<file path="config.mk">
export PLATFORM = sky130hd
export DESIGN_NAME = flit_depacketer
export DESIGN_NICKNAME = d
export VERILOG_FILES = /design/src/rtl/flit_depacketer.sv
export SDC_FILE = /design/constraint.sdc
export NUM_CORES = 1
export LEC_CHECK = 0
export CAP_MARGIN = 40
export CORE_MARGIN = 4
export CORE_UTILIZATION = 25
export CTS_BUF_LIST = sky130_fd_sc_hd__clkbuf_4
export DETAILED_ROUTE_END_ITERATION = 8
export SKIP_LAST_GASP = 1
export SLEW_MARGIN = 20
export SYNTH_ARGS = -nofsm -noshare
export SYNTH_HDL_FRONTEND = slang
export SYNTH_SLANG_ARGS = --single-unit
</file>
<file path="constraint.sdc">
create_clock -name clk -period 13.7 [get_ports clk]
set_input_delay 1.37 -clock clk [delete_from_list [all_inputs] [get_ports clk]]
set_output_delay 1.37 -clock clk [all_outputs]
set_load 0.01 [all_outputs]
</file>
<file path="src/rtl/flit_depacketer.sv">
// Ejection-side flit depacketer: checks the destination, buffers local flits in a
// small FIFO and presents the unpacked header fields and payload on a valid/ready port.
module flit_depacketer #(
    parameter int FLIT_W = 82,
    parameter int DEPTH  = 4,
    parameter int CNT_W  = 16
) (
    input  logic                     clk,
    input  logic                     rst_n,
    input  logic [2:0]               my_x,
    input  logic [2:0]               my_y,
    input  logic [2:0]               my_z,
    input  logic [FLIT_W-1:0]        in_flit,
    input  logic                     in_valid,
    output logic                     in_ready,
    output logic                     out_valid,
    input  logic                     out_ready,
    output logic [31:0]              out_payload,
    output logic [3:0]               out_op,
    output logic [1:0]               out_algtype,
    output logic [7:0]               out_tag,
    output logic [7:0]               out_context_id,
    output logic [8:0]               out_rank,
    output logic [2:0]               out_src_x,
    output logic [2:0]               out_src_y,
    output logic [2:0]               out_src_z,
    output logic [$clog2(DEPTH):0]   occupancy,
    output logic                     drop_pulse,
    output logic [CNT_W-1:0]         drop_cnt
);

    localparam int PW      = $clog2(DEPTH);
    localparam int ENTRY_W = 72;
    localparam logic [PW:0] FULL = (PW+1)'(DEPTH);

    logic [ENTRY_W-1:0] mem_q [DEPTH];
    logic [PW-1:0]      rd_ptr_q, rd_ptr_d;
    logic [PW-1:0]      wr_ptr_q, wr_ptr_d;
    logic [PW:0]        occ_q, occ_d;
    logic [ENTRY_W-1:0] head_q, head_d;
    logic               drop_pulse_q, drop_pulse_d;
    logic [CNT_W-1:0]   drop_cnt_q, drop_cnt_d;
    logic               consume, flit_ok, push, pop;

    assign in_ready  = (occ_q != FULL);
    assign out_valid = (occ_q != '0);
    assign consume   = in_valid & in_ready;
    assign flit_ok   = in_flit[81]
                     & (in_flit[74:72] == my_x)
                     & (in_flit[77:75] == my_y)
                     & (in_flit[80:78] == my_z);
    assign push      = consume & flit_ok;
    assign pop       = out_valid & out_ready;

    always_comb begin
        rd_ptr_d     = rd_ptr_q + PW'(pop);
        wr_ptr_d     = wr_ptr_q + PW'(push);
        occ_d        = occ_q + (PW+1)'(push) - (PW+1)'(pop);
        drop_pulse_d = consume & ~flit_ok;
        drop_cnt_d   = drop_cnt_q;
        if (drop_pulse_d && (drop_cnt_q != '1)) begin
            drop_cnt_d = drop_cnt_q + CNT_W'(1);
        end
        // The head register tracks the entry that will sit at the read pointer after
        // this edge; a push into an empty (or just-emptied) FIFO lands there directly.
        head_d = head_q;
        if (occ_d != '0) begin
            if (push && (wr_ptr_q == rd_ptr_d)) begin
                head_d = in_flit[ENTRY_W-1:0];
            end else begin
                head_d = mem_q[rd_ptr_d];
            end
        end
    end

    always_ff @(posedge clk) begin
        if (push) begin
            mem_q[wr_ptr_q] <= in_flit[ENTRY_W-1:0];
        end
    end

    always_ff @(posedge clk or negedge rst_n) begin
        if (!rst_n) begin
            rd_ptr_q     <= '0;
            wr_ptr_q     <= '0;
            occ_q        <= '0;
            head_q       <= '0;
            drop_pulse_q <= 1'b0;
            drop_cnt_q   <= '0;
        end else begin
            rd_ptr_q     <= rd_ptr_d;
            wr_ptr_q     <= wr_ptr_d;
            occ_q        <= occ_d;
            head_q       <= head_d;
            drop_pulse_q <= drop_pulse_d;
            drop_cnt_q   <= drop_cnt_d;
        end
    end

    assign out_payload    = head_q[31:0];
    assign out_op         = head_q[35:32];
    assign out_algtype    = head_q[37:36];
    assign out_tag        = head_q[45:38];
    assign out_context_id = head_q[53:46];
    assign out_rank       = head_q[62:54];
    assign out_src_x      = head_q[65:63];
    assign out_src_y      = head_q[68:66];
    assign out_src_z      = head_q[71:69];
    assign occupancy      = occ_q;
    assign drop_pulse     = drop_pulse_q;
    assign drop_cnt       = drop_cnt_q;

endmodule

</file>
==> impl_metrics.tcl, run 1 <==
set metrics [dict create \
    vias 9520 \
    numPortBuffers 188 \
    place_inst 1841 \
    p_int_uw 2740 \
    final_layout_size_suffix_gt1_share_pct 23.2 \
    ys_top_cells_by_area "edfxtp_1 (56%), dfrtp_1 (16%), mux4_2 (11%), nand4_1 (3.4%), a31oi_1 (2.9%)" \
    cts_made_buffers 105 \
    powerDensity_mw_per_mm2 215 \
    hpwl_um 23900 \
    finalHoldViolCount 0 \
    crit_type "primary input to flop" \
    cts_tree "done" \
    clockPowerShare_pct 24.2 \
    crit_chain "clkdlybuf4s50_1, xnor2_1, and4_1, nand4_4, ha_1, inv_1, ha_1, fa_1, xnor2_1, xnor2_1, or3_4, buf_4, buf_16, nor2_1, a31oi_1" \
    clockRootBuffer "clkbuf_4" \
    setup_ws_ps 8680 \
    area_growth_syn_to_layout_pct 28.8 \
    gp_congestion 0.798 \
    placed_cell_area_mm2 0.0183 \
    finalCritPeriodShare_pct 36.6 \
    clkTransAtPathRegs_ps 60 \
    fin_skew_ps 49.4 \
    worstPathRequired_ps 14410 \
    critPathSlowestCell "or3_4" \
    cp_common_cell "xnor2_1" \
    setup_viol 0 \
    critical-path-max-stage-delay_ps 630 \
    cts_hold_buf 0 \
    synth_cell_types 35 \
    clock-sinks 384 \
    die_y_um 255 \
    final_area_mm2 0.0197 \
    cp-end-kind "flop" \
    ys_ff_latch 384 \
    reg2regPathDepth 14 \
    antenna_found_initial 2 \
    worstMarginPinSlew_ps 794 \
    fin_cells 2042 \
    switchingPower_uw 1490 \
    initial_utilization_pct 25.3 \
    switching_share_pct 35.3 \
    first_global_vias 10100 \
    rrSetupSlack_ps 9010 \
    grt_pass1_wl_um 62500 \
    grt_setup_unrepaired "false" \
    cts_buffer_depth 3 \
    remaining_drc_errors 0 \
    comb_power_share_pct 40.3 \
    worstHoldEndpoint "drop_cnt[11]" \
    critPathBufInv 4 \
    leakagePower_uw 0.00659 \
    yosysTopAreaCell "edfxtp_1" \
    nets 1269 \
    core_area_mm2 0.0605 \
    run_status "finished, final reports clean" \
    ant_nets 0 \
    ctsResizeCount 0 \
    synthCells 917 \
    dr.pass1.iters 5 \
    syn-num-nets 1018 \
    dieArea_mm2 0.0653 \
    synth_warnings 0 \
    fin_setup_tns_ps 0 \
    reg2reg_from "occupancy[2]" \
    ys_seq_area_share_pct 72.2 \
    min_from "drop_cnt[11]" \
    worstPathArrival_ps 5730 \
    groute.usage.overall_pct 12.5 \
    placementRows 90 \
    htree_levels 3 \
    final_common_cell "edfxtp_1" \
    drt_iter0_drc 705 \
    seqPwrFrac_pct 35.5 \
    cts_setup_buffers 0 \
    drv_cap 0 \
    insertion_delay_ps 840 \
    mostFrequentLayoutCells "edfxtp_1 (288), clkdlybuf4s50_1 (187), clkbuf_4 (162)" \
    routed_via_density 4.66 \
    ir_drop_mv 0.207 \
    min_path_cells 1 \
    synth_top_area_share_pct 56.5 \
    drv_slew 0 \
    rr_endpoint "head_q[44]" \
    slew-limit-headroom_pct 47.1 \
    place_ws_ps 7860 \
    clock.fmax_ghz 0.199 \
    crit_path_max_fanout 64 \
    start_kind "primary input" \
    wl_um 40900 \
    grt_max_degree 65 \
    pin_count 189 \
    syn_area_per_cell_um2 16.7 \
    fin_util_pct 32.6 \
    min_period_ps 5020 \
    cp_top_family "simple AND/OR/NAND/NOR gates" \
    hp-class "flop to flop" \
    die_w_um 255 \
    wl_per_cell_um 20.0 \
    grt.overflow.total 0 \
    netlist_area_mm2 0.0153 \
]
[cell families (layout without fill, tap and decap cells)]
kind of cell | count (synthesis) | after routing | share of synthesized area, %
xor gates and xnor gates | 30 | 30 | 1.72
DFF | 384 | 384 | 72.2
buffers and inverters | 76 | 418 | 2.52
other | 0 | 1 | 0
muxes | 73 | 73 | 10.7
and+or+nand+nor | 203 | 203 | 7.04
adders and majority gates | 6 | 6 | 0.539
AOI/OAI and AO/OA | 145 | 145 | 5.34
[registers in the layout, summed over array words and instances, names as in the netlist]
| register | cells |
|---|---|
| mem_q | 288 |
| wr_ptr_q | 2 |
| occupancy | 3 |
| rd_ptr_q | 2 |
| drop_cnt | 16 |
| head_q | 72 |
| drop_pulse | 1 |
[routing by layer]
metal | GRT usage, % | up-vias | wire length, um
met4 | 4.28 | 2 | 788
li1 | - | 4284 | -
met5 | 0 | - | 15
met1 | 16.5 | 4865 | 18300
met2 | 19.7 | 306 | 19100
met3 | 3.70 | 63 | 2660
[cell usage after synthesis]
master / number
edfxtp_1: 288
dfrtp_1: 96
nand4_1: 83
nor2_1: 77
a31oi_1: 72
mux4_2: 72
o21ai_0: 55
clkbuf_1: 40
xnor2_1: 26
buf_2: 19
o21ai_1: 17
nand2_1: 10
buf_6: 8
nand3_1: 7
ha_1: 5
and3_1: 4
and4_1: 4
buf_4: 4
nor3_1: 4
xor2_1: 4
and2_1: 3
inv_1: 3
nand4b_1: 2
nor3b_1: 2
or3_1: 2
a211oi_1: 1
and2_4: 1
clkbuf_2: 1
fa_1: 1
inv_2: 1
mux2_2: 1
nand4_4: 1
nor4_1: 1
or3b_1: 1
or4_1: 1
[area by class of cell]
type | count | area (um2)
clock buffers | 162 | 1220
multi-input cells | 457 | 3960
clock inverters | 36 | 175
well taps | 782 | 978
fillers | 5860 | 40800
repair buffers | 216 | 2320
inverters | 4 | 16.3
diodes | 1 | 2.50
flip-flops and latches | 384 | 11100
[power by group through the flow]
stage                     Clock, uW  Combinational [uW]  Sequential [uW]
final                          1030                1710             1500
after global routing           1140                1870             1520
after CTS                      1080                1740             1510
after detailed placement          0                1740             1530
after global placement            0                1630             1520
after floorplan                   0                 956             1550
[worst max path at each step]
stage | from | endpoint | slack [ps] | depth (start not counted)
6_report | my_y[1] | head_q[44] | 8680 | 15
5_1_grt | my_z[2] | head_q[41] | 8410 | 15
4_1_cts | my_y[1] | head_q[66] | 8770 | 15
3_5_place_dp | in_flit[75] | head_q[66] | 7860 | 15
3_3_place_gp | my_y[0] | head_q[0] | 7760 | 14
2_1_floorplan | my_y[0] | mem_q[2][0] | 5630 | 6
[worst reg2reg max path, stage by stage, from the launching register on]
cell,delay [ps]
dfrtp_1,450
or3b_1,390
and2_4,280
nand4_4,380
ha_1,500
inv_1,50
ha_1,180
fa_1,380
xnor2_1,140
xnor2_1,200
or3_4,630
buf_4,410
buf_16,280
nor2_1,140
a31oi_1,170
[through the flow]
step / total power (uW) / hold slack (ps)
CTS: 4320 / 468
global placement: 3150 / 492
detailed placement: 3260 / 492
floorplan: 2510 / 472
global route: 4530 / 520
finish: 4240 / 503
Power figures use the tool's default switching activity.
==> run 2: changes to the inputs <==
Clock period 13.7 ns to 4.41 ns, I/O delays scaled along.
==> impl_metrics.tcl, run 2 (same netlist as run 1, synthesis figures left out) <==
set metrics [dict create \
    placementRows 90 \
    first_global_vias 10100 \
    highest_layer "met5" \
    crit_path_max_fanout 42 \
    groute.usage.overall_pct 12.4 \
    min_period_ps 4060 \
    setup_viol 0 \
    wl_um 40900 \
    switching_share_pct 35.5 \
    insertion_delay_ps 840 \
    gp_congestion 0.783 \
    p_int_uw 8490 \
    drt_iter0_drc 589 \
    worstPathArrival_ps 4750 \
    grt.overflow.total 0 \
    routed_via_density 4.73 \
    numPortBuffers 188 \
    hp-class "primary input to async pin" \
    initial_utilization_pct 25.3 \
    fin_skew_ps 79.3 \
    clock.fmax_ghz 0.246 \
    regMostFlops "mem_q" \
    final_layout_size_suffix_gt1_share_pct 23.0 \
    drv_cap 0 \
    die_w_um 255 \
    nets 1267 \
    cts_buffer_depth 3 \
    area_growth_syn_to_layout_pct 28.5 \
    cts_made_buffers 104 \
    grt_setup_unrepaired "false" \
    cp-end-kind "flop" \
    start_kind "flop" \
    switchingPower_uw 4670 \
    dr.pass1.iters 6 \
    wl_per_cell_um 20.1 \
    dieArea_mm2 0.0653 \
    crit_type "flop to flop" \
    setup_ws_ps 353 \
    cts_tree "done" \
    largest_register_ffs 288 \
    critPathSlowestCell "dfrtp_1" \
    clock-sinks 384 \
    clockPowerShare_pct 24.5 \
    comb_power_share_pct 40.2 \
    finalCritPeriodShare_pct 92.0 \
    fin_setup_tns_ps 0 \
    antenna_found_initial 4 \
    mostFrequentLayoutCells "edfxtp_1 (288), clkdlybuf4s50_1 (187), clkbuf_4 (161)" \
    finalHoldViolCount 0 \
    final_area_mm2 0.0197 \
    critical-path-max-stage-delay_ps 530 \
    wl_met2_um 19500 \
    pin_count 189 \
    vias 9628 \
    placed_cell_area_mm2 0.0183 \
    cts_hold_buf 1 \
    remaining_drc_errors 0 \
    wl_met3_um 2780 \
    clockRootBuffer "clkbuf_4" \
    slew-limit-headroom_pct 50.9 \
    htree_levels 3 \
    grt_max_degree 74 \
    clkTransAtPathRegs_ps 70 \
    met1_length_um 18000 \
    final_common_cell "edfxtp_1" \
    ctsResizeCount 0 \
    die_y_um 255 \
    powerDensity_mw_per_mm2 669 \
    cts_setup_buffers 0 \
    run_status "finished, final reports clean" \
    hpwl_um 23100 \
    place_ws_ps 283 \
    ant_nets 0 \
    worstMarginPinSlew_ps 736 \
    power_uw 13200 \
    core_area_mm2 0.0605 \
    worstPathRequired_ps 5100 \
    drv_slew 0 \
    leakagePower_uw 0.00657 \
    ir_drop_mv 0.602 \
    crit_chain "or3_1, and2_1, ha_1, inv_1, ha_1, fa_1, xnor2_1, xnor2_1, or3_4, buf_4, nor2_1, a31oi_1" \
    grt_pass1_wl_um 62200 \
    seqPwrFrac_pct 35.3 \
]
==> run 2: cell count changes in the layout (fill, tap and decap cells not counted), moves of 2 or more <==
cell / previous run / this run
buf_12: 6 / 8
buf_16: 8 / 4
clkinv_1: 21 / 19
clkinvlp_4: 4 / 1
==> run 2: path summary, 6_finish.rpt <==
kind,startpoint,endpoint,slack (ps),cells after the start
setup / recovery,occupancy[0],head_q[46],350,12
hold / removal,rst_n,head_q[54],220,2
setup reg to reg,occupancy[0],head_q[46],350,12
hold reg to reg,drop_cnt[15],drop_cnt[15],500,1
max in group asynchronous,rst_n,head_q[12],3240,3
min in group clk,in_flit[0],mem_q[3][0],300,1
==> run 2: area by class of cell <==
type / instances / area, um2
Tap cell: 782 / 978
Sequential cell: 384 / 11100
Timing Repair Buffer: 215 / 2260
Inverter: 4 / 16.3
Clock buffer: 161 / 1210
Antenna cell: 1 / 2.50
Multi-Input combinational cell: 457 / 3970
Clock inverter: 33 / 180
Fill cell: 5858 / 40800
==> run 2: power groups by stage <==
stage / Clock (uW) / Combinational (uW) / Sequential, uW
after floorplan: 0 / 2970 / 4830
after global placement: 0 / 5210 / 4710
after detailed placement: 0 / 5370 / 4720
after CTS: 3370 / 5380 / 4650
after global routing: 3570 / 5760 / 4700
final: 3230 / 5290 / 4650
==> run 2: metal layers <==
metal  vias to the layer above  GRT usage (%)
met5                         -              0
met4                         2           4.66
met3                        46           3.24
met2                       352           19.7
met1                      4957           16.3
li1                       4271              -
==> run 2: stage by stage <==
step                      hold slack [ps]  util, %  std cells
final                                 216     32.5       2037
after global routing                  169     32.5       2037
after CTS                             109     32.5       2036
after detailed placement              490     30.2       1841
after global placement                482     30.0       1837
after floorplan                       145        -        917
==> run 2: worst max-delay path, delay by kind of cell, from the launching register on <==
kind,cells,cell delay (ps)
adders and majority gates,3,910
AOI/OAI and AO/OA,1,140
DFF,1,530
xor gates and xnor gates,2,350
and+or+nand+nor,4,1430
buffers and inverters,2,530
==> run 3: changes to the inputs <==
Settings changed: GPL_TIMING_DRIVEN set to 0.
==> impl_metrics.tcl, run 3 (same netlist as run 1, synthesis figures left out) <==
set metrics [dict create \
    grt_pass1_wl_um 65900 \
    drt_iter0_drc 641 \
    drv_slew 0 \
    mostFrequentLayoutCells "edfxtp_1 (288), clkdlybuf4s50_1 (187), clkbuf_4 (163)" \
    min_period_ps 4200 \
    remaining_drc_errors 0 \
    final_layout_size_suffix_gt1_share_pct 24.4 \
    clock-sinks 384 \
    ant_nets 0 \
    pin_count 189 \
    core_area_mm2 0.0605 \
    vias 9781 \
    clockRootBuffer "clkbuf_4" \
    antenna_found_initial 6 \
    setup_viol 0 \
    insertion_delay_ps 860 \
    clkTransAtPathRegs_ps 70 \
    wl_per_cell_um 20.5 \
    slew-limit-headroom_pct 55.2 \
    gp_congestion 0.803 \
    largest_register_ffs 288 \
    drv_cap 0 \
    reg2regPathDepth 17 \
    placementRows 90 \
    worstMarginPinSlew_ps 671 \
    powerDensity_mw_per_mm2 668 \
    leakagePower_uw 0.00677 \
    fin_util_pct 33.2 \
    die_y_um 255 \
    grt_max_degree 52 \
    worstPathRequired_ps 5130 \
    placed_cell_area_mm2 0.0186 \
    cts_made_buffers 102 \
    initial_utilization_pct 25.3 \
    fin_skew_ps 72.8 \
    cp-end-kind "flop" \
    fin_cells 2105 \
    crit_path_max_fanout 10 \
    numPortBuffers 188 \
    nets 1335 \
    hpwl_um 28800 \
    grt.overflow.total 0 \
    place_inst 1911 \
    run_status "finished, final reports clean" \
    groute.usage.overall_pct 13.2 \
    crit_path_start "occupancy[2]" \
    finalHoldViolCount 0 \
    wl_um 43100 \
    final_area_mm2 0.0201 \
    cts_setup_buffers 0 \
    fin_setup_tns_ps 0 \
    worstPathArrival_ps 4920 \
    final_common_cell "edfxtp_1" \
    dieArea_mm2 0.0653 \
    clock.fmax_ghz 0.238 \
    area_growth_syn_to_layout_pct 31.1 \
    routed_via_density 4.65 \
    htree_levels 3 \
    finalCritPeriodShare_pct 95.2 \
    regMostFlops "mem_q" \
    dr.pass1.iters 5 \
    crit_type "flop to flop" \
    start_kind "flop" \
    cts_buffer_depth 3 \
    grt_setup_unrepaired "true" \
    first_global_vias 10600 \
    die_w_um 255 \
    cts_tree "done" \
    hp-class "primary input to async pin" \
    ir_drop_mv 0.368 \
    reg2reg_from "occupancy[2]" \
]
-- run 3: cell count changes in the layout (fill, tap and decap cells not counted), sizes merged --
cell / delta
buf: +30
bufinv: +2
clkbuf: +39
clkinv: -10
clkinvlp: +2
diode: +4
inv: +1
-- run 3: metrics by stage --
stage	setup WS, ps	power (uW)	hold slack (ps)
global placement	-2010	10100	479
finish	209	13400	134
detailed placement	-756	10200	425
global route	-17.7	14300	119
CTS	93.3	13600	49.9
floorplan	605	7800	145
-- run 3: what timing repair did --
| item | 4_1_cts | 5_1_grt |
|---|---|---|
| setup endpoints to repair | 72 | 71 |
| gates resized for setup | 14 | 11 |
| pin swaps | 0 | 0 |
| hold buffers | 1 | 0 |
| hold endpoints to repair | 96 | 0 |
-- run 3: path summary, 6_finish.rpt --
check                               end  slack, ps
max                          head_q[52]        210
min                         drop_cnt[2]        130
max reg2reg                  head_q[52]        210
min reg2reg                drop_cnt[15]        500
max in group asynchronous    head_q[39]       3560
min in group clk           mem_q[3][23]        260
-- run 3: cell type report --
cell class / instances / area (um2)
inverters: 4 / 15.0
well taps: 782 / 978
multi-input cells: 457 / 3930
diodes: 5 / 12.5
flip-flops and latches: 384 / 11100
clock buffers: 160 / 1200
repair buffers: 213 / 2280
clock inverters: 28 / 205
fillers: 5875 / 40400
plain buffers: 72 / 405
-- run 3: where the power goes --
group / internal [uW] / switching [uW]
logic: 2420 / 3040
registers: 4350 / 304
clock network: 1820 / 1480
-- run 3: routing by layer --
layer,GRT usage [%],up-vias,wire [um]
met5,0,-,22
met4,4.60,4,803
met3,4.08,62,2810
met2,21.2,342,20800
met1,16.9,4983,18700
li1,-,4390,-
-- run 3: critical path, stage by stage (launching register included) --
cell	delay, ps
dfrtp_1	410
or3b_4	490
and2_4	200
buf_6	130
nand4_4	160
buf_6	210
buf_4	240
ha_1	150
inv_1	40
ha_1	180
fa_1	370
xnor2_1	150
xnor2_1	140
or3_1	340
buf_6	190
buf_6	180
clkbuf_4	230
a31oi_1	210
